**src/rtl/liteic_slave_read_arbiter.sv**
```systemverilog
// Round-robin read-channel arbiter sharing one AXI-Lite slave AR/R port among NUM_MASTERS crossbar masters.
// Optional macro LITEIC_SLV_RD_ARB_RESP_REG_EN inserts a one-beat registered response slice.
module liteic_slave_read_arbiter #(
   parameter int NUM_MASTERS  = 4,
   parameter int ADDR_WIDTH   = 32,
   parameter int RDATA_WIDTH  = 34,
   parameter int MST_ID_WIDTH = (NUM_MASTERS > 1) ? $clog2(NUM_MASTERS) : 1
) (
   input  logic                    clk_i,
   input  logic                    rstn_i,
   input  logic [NUM_MASTERS-1:0]  cbar_reqst_val_i,
   input  logic [ADDR_WIDTH-1:0]   cbar_reqst_data_i [NUM_MASTERS],
   output logic [NUM_MASTERS-1:0]  cbar_reqst_rdy_o,
   output logic [NUM_MASTERS-1:0]  cbar_resp_val_o,
   input  logic [NUM_MASTERS-1:0]  cbar_resp_rdy_i,
   output logic [RDATA_WIDTH-1:0]  cbar_resp_data_o,
   output logic                    slv_ar_valid_o,
   output logic [ADDR_WIDTH-1:0]   slv_ar_addr_o,
   input  logic                    slv_ar_ready_i,
   input  logic                    slv_r_valid_i,
   input  logic [RDATA_WIDTH-3:0]  slv_r_data_i,
   input  logic [1:0]              slv_r_resp_i,
   output logic                    slv_r_ready_o,
   output logic [MST_ID_WIDTH-1:0] grant_id_o
);

   typedef enum logic [1:0] {
      IDLE = 2'd0,
      ADDR = 2'd1,
      RESP = 2'd2
   } state_t;

   state_t                  state_q, state_d;
   logic [MST_ID_WIDTH-1:0] rr_ptr_q, rr_ptr_d;
   logic [MST_ID_WIDTH-1:0] grant_q, grant_d;
   logic [ADDR_WIDTH-1:0]   ar_addr_q, ar_addr_d;

   logic [NUM_MASTERS-1:0]  grant_oh;
   logic                    sel_resp_rdy;
   logic [MST_ID_WIDTH-1:0] grant_inc;
   logic                    arb_found;
   logic [MST_ID_WIDTH-1:0] arb_id;
   logic [ADDR_WIDTH-1:0]   arb_addr;
   int                      arb_hi, arb_lo, arb_win;

`ifdef LITEIC_SLV_RD_ARB_RESP_REG_EN
   logic                    slice_full_q, slice_full_d;
   logic [RDATA_WIDTH-1:0]  slice_data_q, slice_data_d;
`endif

   generate
      for (genvar gi = 0; gi < NUM_MASTERS; gi++) begin : g_grant_oh
         assign grant_oh[gi] = (grant_q == MST_ID_WIDTH'(gi));
      end
   endgenerate

   assign sel_resp_rdy = |(cbar_resp_rdy_i & grant_oh);
   assign grant_id_o   = grant_q;
   assign slv_ar_addr_o = ar_addr_q;

   // Descending scan: arb_lo ends on the lowest requester, arb_hi on the lowest at/above the pointer.
   always_comb begin
      arb_hi   = -1;
      arb_lo   = -1;
      arb_addr = '0;
      for (int i = NUM_MASTERS - 1; i >= 0; i--) begin
         if (cbar_reqst_val_i[i]) begin
            arb_lo = i;
            if (i >= int'(rr_ptr_q)) begin
               arb_hi = i;
            end
         end
      end
      arb_win   = (arb_hi >= 0) ? arb_hi : arb_lo;
      arb_found = (arb_lo >= 0);
      arb_id    = MST_ID_WIDTH'(arb_win);
      for (int i = 0; i < NUM_MASTERS; i++) begin
         if (i == arb_win) begin
            arb_addr = cbar_reqst_data_i[i];
         end
      end
   end

   always_comb begin
      if (int'(grant_q) >= NUM_MASTERS - 1) begin
         grant_inc = '0;
      end else begin
         grant_inc = grant_q + MST_ID_WIDTH'(1);
      end
   end

   always_comb begin
      state_d          = state_q;
      rr_ptr_d         = rr_ptr_q;
      grant_d          = grant_q;
      ar_addr_d        = ar_addr_q;
      slv_ar_valid_o   = 1'b0;
      cbar_reqst_rdy_o = '0;
      cbar_resp_val_o  = '0;
      cbar_resp_data_o = '0;
      slv_r_ready_o    = 1'b0;
`ifdef LITEIC_SLV_RD_ARB_RESP_REG_EN
      slice_full_d     = slice_full_q;
      slice_data_d     = slice_data_q;
`endif
      case (state_q)
         IDLE: begin
            if (arb_found) begin
               grant_d   = arb_id;
               ar_addr_d = arb_addr;
               state_d   = ADDR;
            end
         end
         ADDR: begin
            slv_ar_valid_o = 1'b1;
            if (slv_ar_ready_i) begin
               cbar_reqst_rdy_o = grant_oh;
               state_d          = RESP;
            end
         end
         RESP: begin
`ifdef LITEIC_SLV_RD_ARB_RESP_REG_EN
            // Slave side only ever sees ready from the slice, never from the master.
            slv_r_ready_o = ~slice_full_q;
            if (slice_full_q) begin
               cbar_resp_val_o  = grant_oh;
               cbar_resp_data_o = slice_data_q;
               if (sel_resp_rdy) begin
                  slice_full_d = 1'b0;
                  slice_data_d = '0;
                  rr_ptr_d     = grant_inc;
                  state_d      = IDLE;
               end
            end else if (slv_r_valid_i) begin
               slice_full_d = 1'b1;
               slice_data_d = {slv_r_data_i, slv_r_resp_i};
            end
`else
            slv_r_ready_o    = sel_resp_rdy;
            cbar_resp_data_o = {slv_r_data_i, slv_r_resp_i};
            if (slv_r_valid_i) begin
               cbar_resp_val_o = grant_oh;
               if (sel_resp_rdy) begin
                  rr_ptr_d = grant_inc;
                  state_d  = IDLE;
               end
            end
`endif
         end
         default: begin
            state_d = IDLE;
         end
      endcase
   end

   always_ff @(posedge clk_i or negedge rstn_i) begin
      if (!rstn_i) begin
         state_q   <= IDLE;
         rr_ptr_q  <= '0;
         grant_q   <= '0;
         ar_addr_q <= '0;
      end else begin
         state_q   <= state_d;
         rr_ptr_q  <= rr_ptr_d;
         grant_q   <= grant_d;
         ar_addr_q <= ar_addr_d;
      end
   end

`ifdef LITEIC_SLV_RD_ARB_RESP_REG_EN
   always_ff @(posedge clk_i or negedge rstn_i) begin
      if (!rstn_i) begin
         slice_full_q <= 1'b0;
         slice_data_q <= '0;
      end else begin
         slice_full_q <= slice_full_d;
         slice_data_q <= slice_data_d;
      end
   end
`endif

endmodule
```
**config.mk**
```make
export PLATFORM = sky130hd
export DESIGN_NAME = liteic_slave_read_arbiter
export DESIGN_NICKNAME = d
export VERILOG_FILES = /design/src/rtl/liteic_slave_read_arbiter.sv
export SDC_FILE = /design/constraint.sdc
export NUM_CORES = 1
export LEC_CHECK = 0
export BUFFER_PORTS_ARGS = -buffer_cell sky130_fd_sc_hd__buf_2
export CAP_MARGIN = 20
export CORE_AREA = 2 2 98 100
export CTS_BUF_LIST = sky130_fd_sc_hd__clkbuf_8 sky130_fd_sc_hd__clkbuf_16
export DETAILED_ROUTE_END_ITERATION = 7
export DIE_AREA = 0 0 100 102
export PLACE_DENSITY = 0.73
export SLEW_MARGIN = 10
export SYNTH_ARGS = -nofsm -noshare
export SYNTH_HDL_FRONTEND = slang
export SYNTH_SLANG_ARGS = --single-unit
```
**constraint.sdc**
```tcl
create_clock -name clk_i -period 2.2 [get_ports clk_i]
set_input_delay 0.33 -clock clk_i [delete_from_list [all_inputs] [get_ports clk_i]]
set_output_delay 0.33 -clock clk_i [all_outputs]
set_load 0.02 [all_outputs]
```
* Word-level counts from Yosys, hierarchy flattened
Cells that the tools add are included.
W data, S select, Z words.
** Word-level totals
- Register bits after elaboration :: 38
** Cells by class
- Add/subtract/negate cells :: 1
- $lt $le $gt $ge :: 6
- Eq/ne operators :: 12
- Multiplexer cells :: 28
- Bitwise gates (word level) :: 1
- Reductions and logical operators :: 7
** Operator list (number)
- $mux W32 :: 15
- $eq A3 B32 Y1 const A :: 2
- $ge A32 B1 Y1 const B :: 2
- $mux W34 :: 1
- $eq A2 B32 Y1 const A :: 1
- $logic_not A32 Y1 :: 1
- $mux W4 :: 4
- $mux W2 :: 5
- $ne A2 B2 Y1 const B :: 4
- $eq A2 B2 Y1 const B :: 3
- $pmux W2 S3 :: 1
- $and A4 B4 Y4 :: 1
- $eq A2 B1 Y1 const B :: 2
- $ge A1 B2 Y1 const A :: 2
- $logic_not A2 Y1 :: 2
- $reduce_and A4 Y1 :: 1
- $reduce_or A4 Y1 :: 1
- $reduce_and A3 Y1 :: 1
- $add A2 B1 Y2 const B :: 1
- $ge A2 B2 Y1 const A :: 1
- $ge A2 B2 Y1 const B :: 1
- $mux W1 :: 2
- $reduce_and A2 Y1 :: 1

* Logic depth before layout (Yosys ltp)
Gate-level depths: netlist of the first run.
- Word-level depth :: 14
- Gate-level depth with buffers :: 7
- Depth with buffers taken out :: 7

* Worst setup path before layout of the first run
No wires, ideal clock.
- Kind :: flip-flop to output port
- Start :: register grant_q[0], in the netlist grant_id_o[0]
- End :: output port slv_r_ready_o
- Data arrival time :: 1.467 ns
- Setup slack :: 0.403 ns
- Cell stages (with the launch flop) :: 6
- Cell sequence :: dfrtp_1 inv_1 ha_1 a22o_1 a221oi_1 nor2b_1
** On the way
- Word-level cells in the longest chain between the ends :: 4
- Elaborated cells between the ends (all ways) :: 7
- Classes of those cells :: eq/ne: 3; mux: 1; bitwise: 1; reduce/logical: 2
** RTL lines
- start: declaration :: RTL line 35 : logic [MST_ID_WIDTH-1:0] grant_q, grant_d;
- start signal: assignment :: RTL line 165 : grant_q <= grant_d;
- $eq A2 B1 Y1 (tied with other cells) :: RTL line 53 : assign grant_oh[gi] = (grant_q == MST_ID_WIDTH'(gi));
- $and A4 B4 Y4 (*) :: RTL line 57 : assign sel_resp_rdy = |(cbar_resp_rdy_i & grant_oh);
- $reduce_or A4 Y1 (*) :: RTL line 57
- $mux W1 (*) :: RTL line 106 : case (state_q)
- end: declaration :: RTL line 23 : output logic slv_r_ready_o,
Every way passes the cells marked *; elsewhere a longest branch is shown, timed or not.

* Worst setup path after layout of the first run
Ends and elaborated chain as after synthesis.

==> impl_metrics.env, run 1 <==
export IMPL_grt_pass1_vias=3670
export IMPL_met1Wirelength_um=4310
export IMPL_regArea_um2=953
export IMPL_drc=0
export IMPL_report_final_slew_viol_count=0
export IMPL_worst_ep_required_time_ps=1870
export IMPL_arrival_ps=1740
export IMPL_yosysUniqueCellTypes=42
export IMPL_cts_sink_count=38
export IMPL_routed_via_density=5.00
export IMPL_grt_overflow_total=0
export IMPL_post_route_util=0.509
export IMPL_postPlaceCellArea_um2=4540
export IMPL_r2r_slack_ps=250
export IMPL_finalCritPeriodShare=0.942
export IMPL_routed_via_count=3723
export IMPL_grt_max_degree=42
export IMPL_ys_ff_latch=38
export IMPL_drt_iter0_markers=101
export IMPL_whs_path_depth=2
export IMPL_grt_pass1_wl_um=17100
export IMPL_crit_start="grant_id_o[0]$_DFFE_PN0P_"
export IMPL_finalClockSkew_ps=6.76
export IMPL_gr_usage_all_layers=0.212
export IMPL_clk_path_buf_depth=2
export IMPL_min_path_type="input port to flop"
export IMPL_cp_end_kind="primary output"
export IMPL_synth_edf_count=0
export IMPL_ant_nets=0
export IMPL_dp_cells=737
export IMPL_final_area_um2=4640
export IMPL_min_period_ps=2070
export IMPL_final_cells=745
export IMPL_io_buffer_count=251
export IMPL_synth_area_um2=3230
export IMPL_chipWidth_um=100
export IMPL_max_cap_violations=0
export IMPL_fmax_mhz=483
export IMPL_hold_violations=0
export IMPL_first_pass_iters=7
export IMPL_multiInputGateArea_um2=1950
export IMPL_topRoutingLayerUsed="met4"
export IMPL_slew_headroom=0.486
export IMPL_dp_hpwl_um=8910
export IMPL_worstPathMaxFanout=6
export IMPL_die_area_um2=10200
export IMPL_core_area_um2=9110
export IMPL_syn_nets=568
export IMPL_powerDensity_nw_per_um2=1130
export IMPL_r2r_start="rr_ptr_q[1]$_DFFE_PN0P_"
export IMPL_pin_count=252
export IMPL_initial_core_util=0.354
export IMPL_synthFlopType="dfrtp_1"
export IMPL_most_common_layout_cells="buf_2, and2_1, o21ai_0"
export IMPL_hp_start="slv_ar_ready_i"
export IMPL_setup_viol=0
export IMPL_wl_per_cell_um=15.1
export IMPL_worst_ir_drop_vdd_mv=0.430
export IMPL_startpoint_type="flop"
export IMPL_clk_pin_slew_ps=70
export IMPL_ys_seq_area_frac=0.295
export IMPL_h_tree_depth=2
export IMPL_fp_dieH_um=102
export IMPL_synth_async_reset_ratio=1.00
export IMPL_gp_congestion=0.769
export IMPL_clock_latency_ps=290
export IMPL_worst_pin_slew_ps=764
export IMPL_root_buffer="clkbuf_8"
export IMPL_wl_met3_um=817
export IMPL_n_fill_cell=923
export IMPL_area_growth_syn_to_layout_pct=43.6
export IMPL_routed_wl_met2_um=5920
export IMPL_rsz0062_at_grt="false"
export IMPL_num_antenna_cells=0
export IMPL_setup_tns_final_ps=0
export IMPL_rows=35
export IMPL_drive_gt1_frac=0.503
export IMPL_leakage_nw=2.56
export IMPL_syn_inst=390
export IMPL_syn_avg_cell_area_um2=8.28
export IMPL_layout_nets=812
export IMPL_cts_tree="yes"
export IMPL_cts_inserted_buffers=5
export IMPL_ff2ff_path_depth=6
export IMPL_ys_warn_count=0
export IMPL_antenna_found_initial=0
export IMPL_status="complete, no violations"
export IMPL_routed_wl_um=11300
export IMPL_crit_type="flop to primary output"
export IMPL_final_common_cell="buf_2"
==> Yosys cell counts, types with 2 or more instances <==
cell type / n / share of area
and3_1: 8 / 0.016
buf_6: 9 / 0.031
inv_1: 38 / 0.044
o21ai_2: 2 / 0.0054
ha_1: 4 / 0.016
nor2b_1: 4 / 0.0078
dfrtp_1: 38 / 0.29
a2111oi_4: 2 / 0.017
and2_1: 65 / 0.13
buf_2: 4 / 0.0062
a21oi_1: 3 / 0.0046
buf_4: 6 / 0.014
a2111oi_2: 29 / 0.13
o21ai_0: 40 / 0.062
nand2_1: 38 / 0.044
nor2_1: 36 / 0.042
o21ai_1: 29 / 0.045
a21o_1: 2 / 0.0046
clkbuf_1: 10 / 0.012
==> path summary, 6_finish.rpt <==
kind                                                 endpoint
worst max-delay path                            slv_r_ready_o
worst min-delay path                   state_q[0]$_DFFE_PN0P_
worst max register to register  slv_ar_addr_o[27]$_DFFE_PN0P_
worst min register to register  slv_ar_addr_o[11]$_DFFE_PN0P_
max in group asynchronous       slv_ar_addr_o[13]$_DFFE_PN0P_
min in group asynchronous       slv_ar_addr_o[29]$_DFFE_PN0P_
==> routing by layer <==
| layer | global-route usage | vias to the layer above |
|---|---|---|
| met1 | 0.233 | 1713 |
| met4 | 0.0664 | 0 |
| met3 | 0.0390 | 20 |
| met2 | 0.412 | 182 |
| met5 | 0 | - |
| li1 | - | 1808 |
==> metrics by stage <==
stage	power [mW]	setup WS (ps)	hold slack, ps
after floorplan	3.78	403	34.4
after global placement	4.71	223	266
after detailed placement	4.80	130	276
after CTS	5.28	79.2	302
after global routing	5.67	35.2	311
final	5.25	128	313
==> worst max-delay path, cell delays in order, from the launching register on <==
cell and delay [ps]:
dfrtp_2 420, inv_1 90, ha_1 230, a22o_1 230, a221oi_2 260, nor2b_1 80, buf_2 160
==> cells by family after synthesis <==
kind of cell,count (synthesis),synth area share
multiplexers,1,0.00310
XOR/XNOR,1,0.00853
AND/OR/NAND/NOR,160,0.260
AO/OA/AOI/OAI,119,0.311
adder cells (fa/ha/maj),4,0.0155
flip-flops,38,0.295
buffers and inverters,67,0.107
==> power by group <==
group / internal, mW / switching (mW)
Combinational: 1.40 / 2.09
Sequential: 1.04 / 0.272
Clock: 0.213 / 0.248
==> layout make-up <==
cell class	count	area share
multi-input cells	285	0.421
repair buffers	266	0.296
flip-flops and latches	38	0.206
inverters	38	0.0308
well taps	111	0.0300
clock buffers	5	0.0148
clock inverters	2	0.00243
==> registers in the layout, indices dropped and copies added, names as in the netlist <==
register,cells
slv_ar_addr_o,32
rr_ptr_q,2
grant_id_o,2
state_q,2
==> timing repair <==
item                                    CTS  global route
pin swaps                                 0             1
endpoints found under the setup margin    1             2
endpoints found under the hold margin    14             0
gates resized for setup                   1             2
setup buffers                             0             0
hold buffers                              1             0
Note: power is estimated with default switching activity, not from simulation.
==> run 2: changes to the inputs <==
clock period = 2.18 ns   (was 2.2 ns; I/O delays follow)
==> impl_metrics.env, run 2 (synthesis gave the netlist of run 1 again) <==
export IMPL_grt_pass1_vias=3527
export IMPL_finalClockSkew_ps=7.65
export IMPL_routed_wl_um=11100
export IMPL_finalCritPeriodShare=0.942
export IMPL_drive_gt1_frac=0.506
export IMPL_report_final_slew_viol_count=0
export IMPL_arrival_ps=1730
export IMPL_root_buffer="clkbuf_8"
export IMPL_ff2ff_path_depth=6
export IMPL_io_buffer_count=251
export IMPL_drt_iter0_markers=98
export IMPL_min_path_type="input port to flop"
export IMPL_startpoint_type="flop"
export IMPL_layout_nets=812
export IMPL_leakage_nw=2.56
export IMPL_wl_per_cell_um=14.9
export IMPL_worstPathMaxFanout=6
export IMPL_r2r_start="rr_ptr_q[1]$_DFFE_PN0P_"
export IMPL_status="complete, no violations"
export IMPL_cts_inserted_buffers=5
export IMPL_most_common_layout_cells="buf_2, and2_1, o21ai_0"
export IMPL_worst_ir_drop_vdd_mv=0.418
export IMPL_layout_setup_ws_ps=126
export IMPL_grt_max_degree=42
export IMPL_pin_count=252
export IMPL_clk_pin_slew_ps=80
export IMPL_antenna_found_initial=0
export IMPL_grt_overflow_total=0
export IMPL_powerDensity_nw_per_um2=1140
export IMPL_cp_end_kind="primary output"
export IMPL_ant_nets=0
export IMPL_fp_dieH_um=102
export IMPL_regArea_um2=955
export IMPL_gp_congestion=0.758
export IMPL_n_fill_cell=923
export IMPL_hp_start="slv_ar_ready_i"
export IMPL_dp_hpwl_um=8900
export IMPL_initial_core_util=0.354
export IMPL_worst_pin_slew_ps=752
export IMPL_drc=0
export IMPL_whs_ps=288
export IMPL_area_growth_syn_to_layout_pct=43.7
export IMPL_multiInputGateArea_um2=1950
export IMPL_crit_start="grant_id_o[0]$_DFFE_PN0P_"
export IMPL_final_common_cell="buf_2"
export IMPL_max_cap_violations=0
export IMPL_cp_cell_sequence="inv_1 > ha_1 > a22o_1 > a221oi_2 > nor2b_1 > buf_2"
export IMPL_first_pass_iters=4
export IMPL_num_antenna_cells=0
export IMPL_largest_register_ffs=32
export IMPL_pre_cts_slack_ps=118
export IMPL_worst_ep_required_time_ps=1850
export IMPL_grt_pass1_wl_um=16600
export IMPL_post_route_util=0.509
export IMPL_whs_path_depth=2
export IMPL_cts_sink_count=38
export IMPL_setup_tns_final_ps=0
export IMPL_min_period_ps=2050
export IMPL_slowest_stage="dfrtp_2"
export IMPL_power_mw=5.31
export IMPL_crit_type="flop to primary output"
export IMPL_core_area_um2=9110
export IMPL_clk_path_buf_depth=2
export IMPL_gr_usage_all_layers=0.206
export IMPL_rows=35
export IMPL_cts_tree="yes"
export IMPL_fmax_mhz=487
export IMPL_critPathMaxStageDelay_ps=420
export IMPL_rsz0062_at_grt="false"
export IMPL_routed_via_count=3719
export IMPL_hold_violations=0
export IMPL_setup_viol=0
export IMPL_slew_headroom=0.494
export IMPL_die_area_um2=10200
export IMPL_h_tree_depth=2
export IMPL_post_cts_setup_buffers=0
export IMPL_clock_latency_ps=290
export IMPL_chipWidth_um=100
export IMPL_routed_via_density=5.00
-- run 2: final timing paths --
check / end / slack (ps)
worst max-delay path: slv_r_ready_o / 130
worst min-delay path: state_q[0]$_DFFE_PN0P_ / 290
worst max register to register: slv_ar_addr_o[27]$_DFFE_PN0P_ / 240
worst min register to register: slv_ar_addr_o[14]$_DFFE_PN0P_ / 480
max in group asynchronous: slv_ar_addr_o[9]$_DFFE_PN0P_ / 1030
min in group asynchronous: slv_ar_addr_o[29]$_DFFE_PN0P_ / 480
-- run 2: metal layers --
layer / wire length [µm] / GRT usage
met2: 5950 / 0.393
met3: 871 / 0.0451
met5: 0 / 0
met1: 4020 / 0.225
met4: 245 / 0.0748
-- run 2: final cells by class --
cell class | count | area share
well taps | 111 | 0.0299
inverters | 38 | 0.0307
flip-flops and latches | 38 | 0.206
clock buffers | 6 | 0.0178
multi-input cells | 285 | 0.420
repair buffers | 266 | 0.296
-- run 2: power breakdown --
part / total, mW / switching [mW] / internal, mW
combinational: 3.50 / 2.09 / 1.41
clock: 0.493 / 0.249 / 0.244
sequential: 1.32 / 0.269 / 1.05
total: 5.31 / 2.61 / 2.70
-- run 2: through the flow --
stage | instance area (µm²) | cells
finish | 4640 | 744
global route | 4640 | 744
CTS | 4640 | 744
detailed placement | 4540 | 737
global placement | 4540 | 737
floorplan | 3230 | 390
-- run 2: repair_timing --
item                                    CTS  global route
hold buffers                              1             0
endpoints found under the setup margin    1             4
pin swaps                                 0             0
resized for setup                         1             3
endpoints found under the hold margin    14             0
-- run 2: critical path, delay by kind of cell, from the launching register on --
| kind | cells | cell delay (ps) |
|---|---|---|
| fa+ha+maj | 1 | 230 |
| flops | 1 | 420 |
| simple gates | 1 | 70 |
| compound gates | 2 | 490 |
| buf+inv | 2 | 230 |
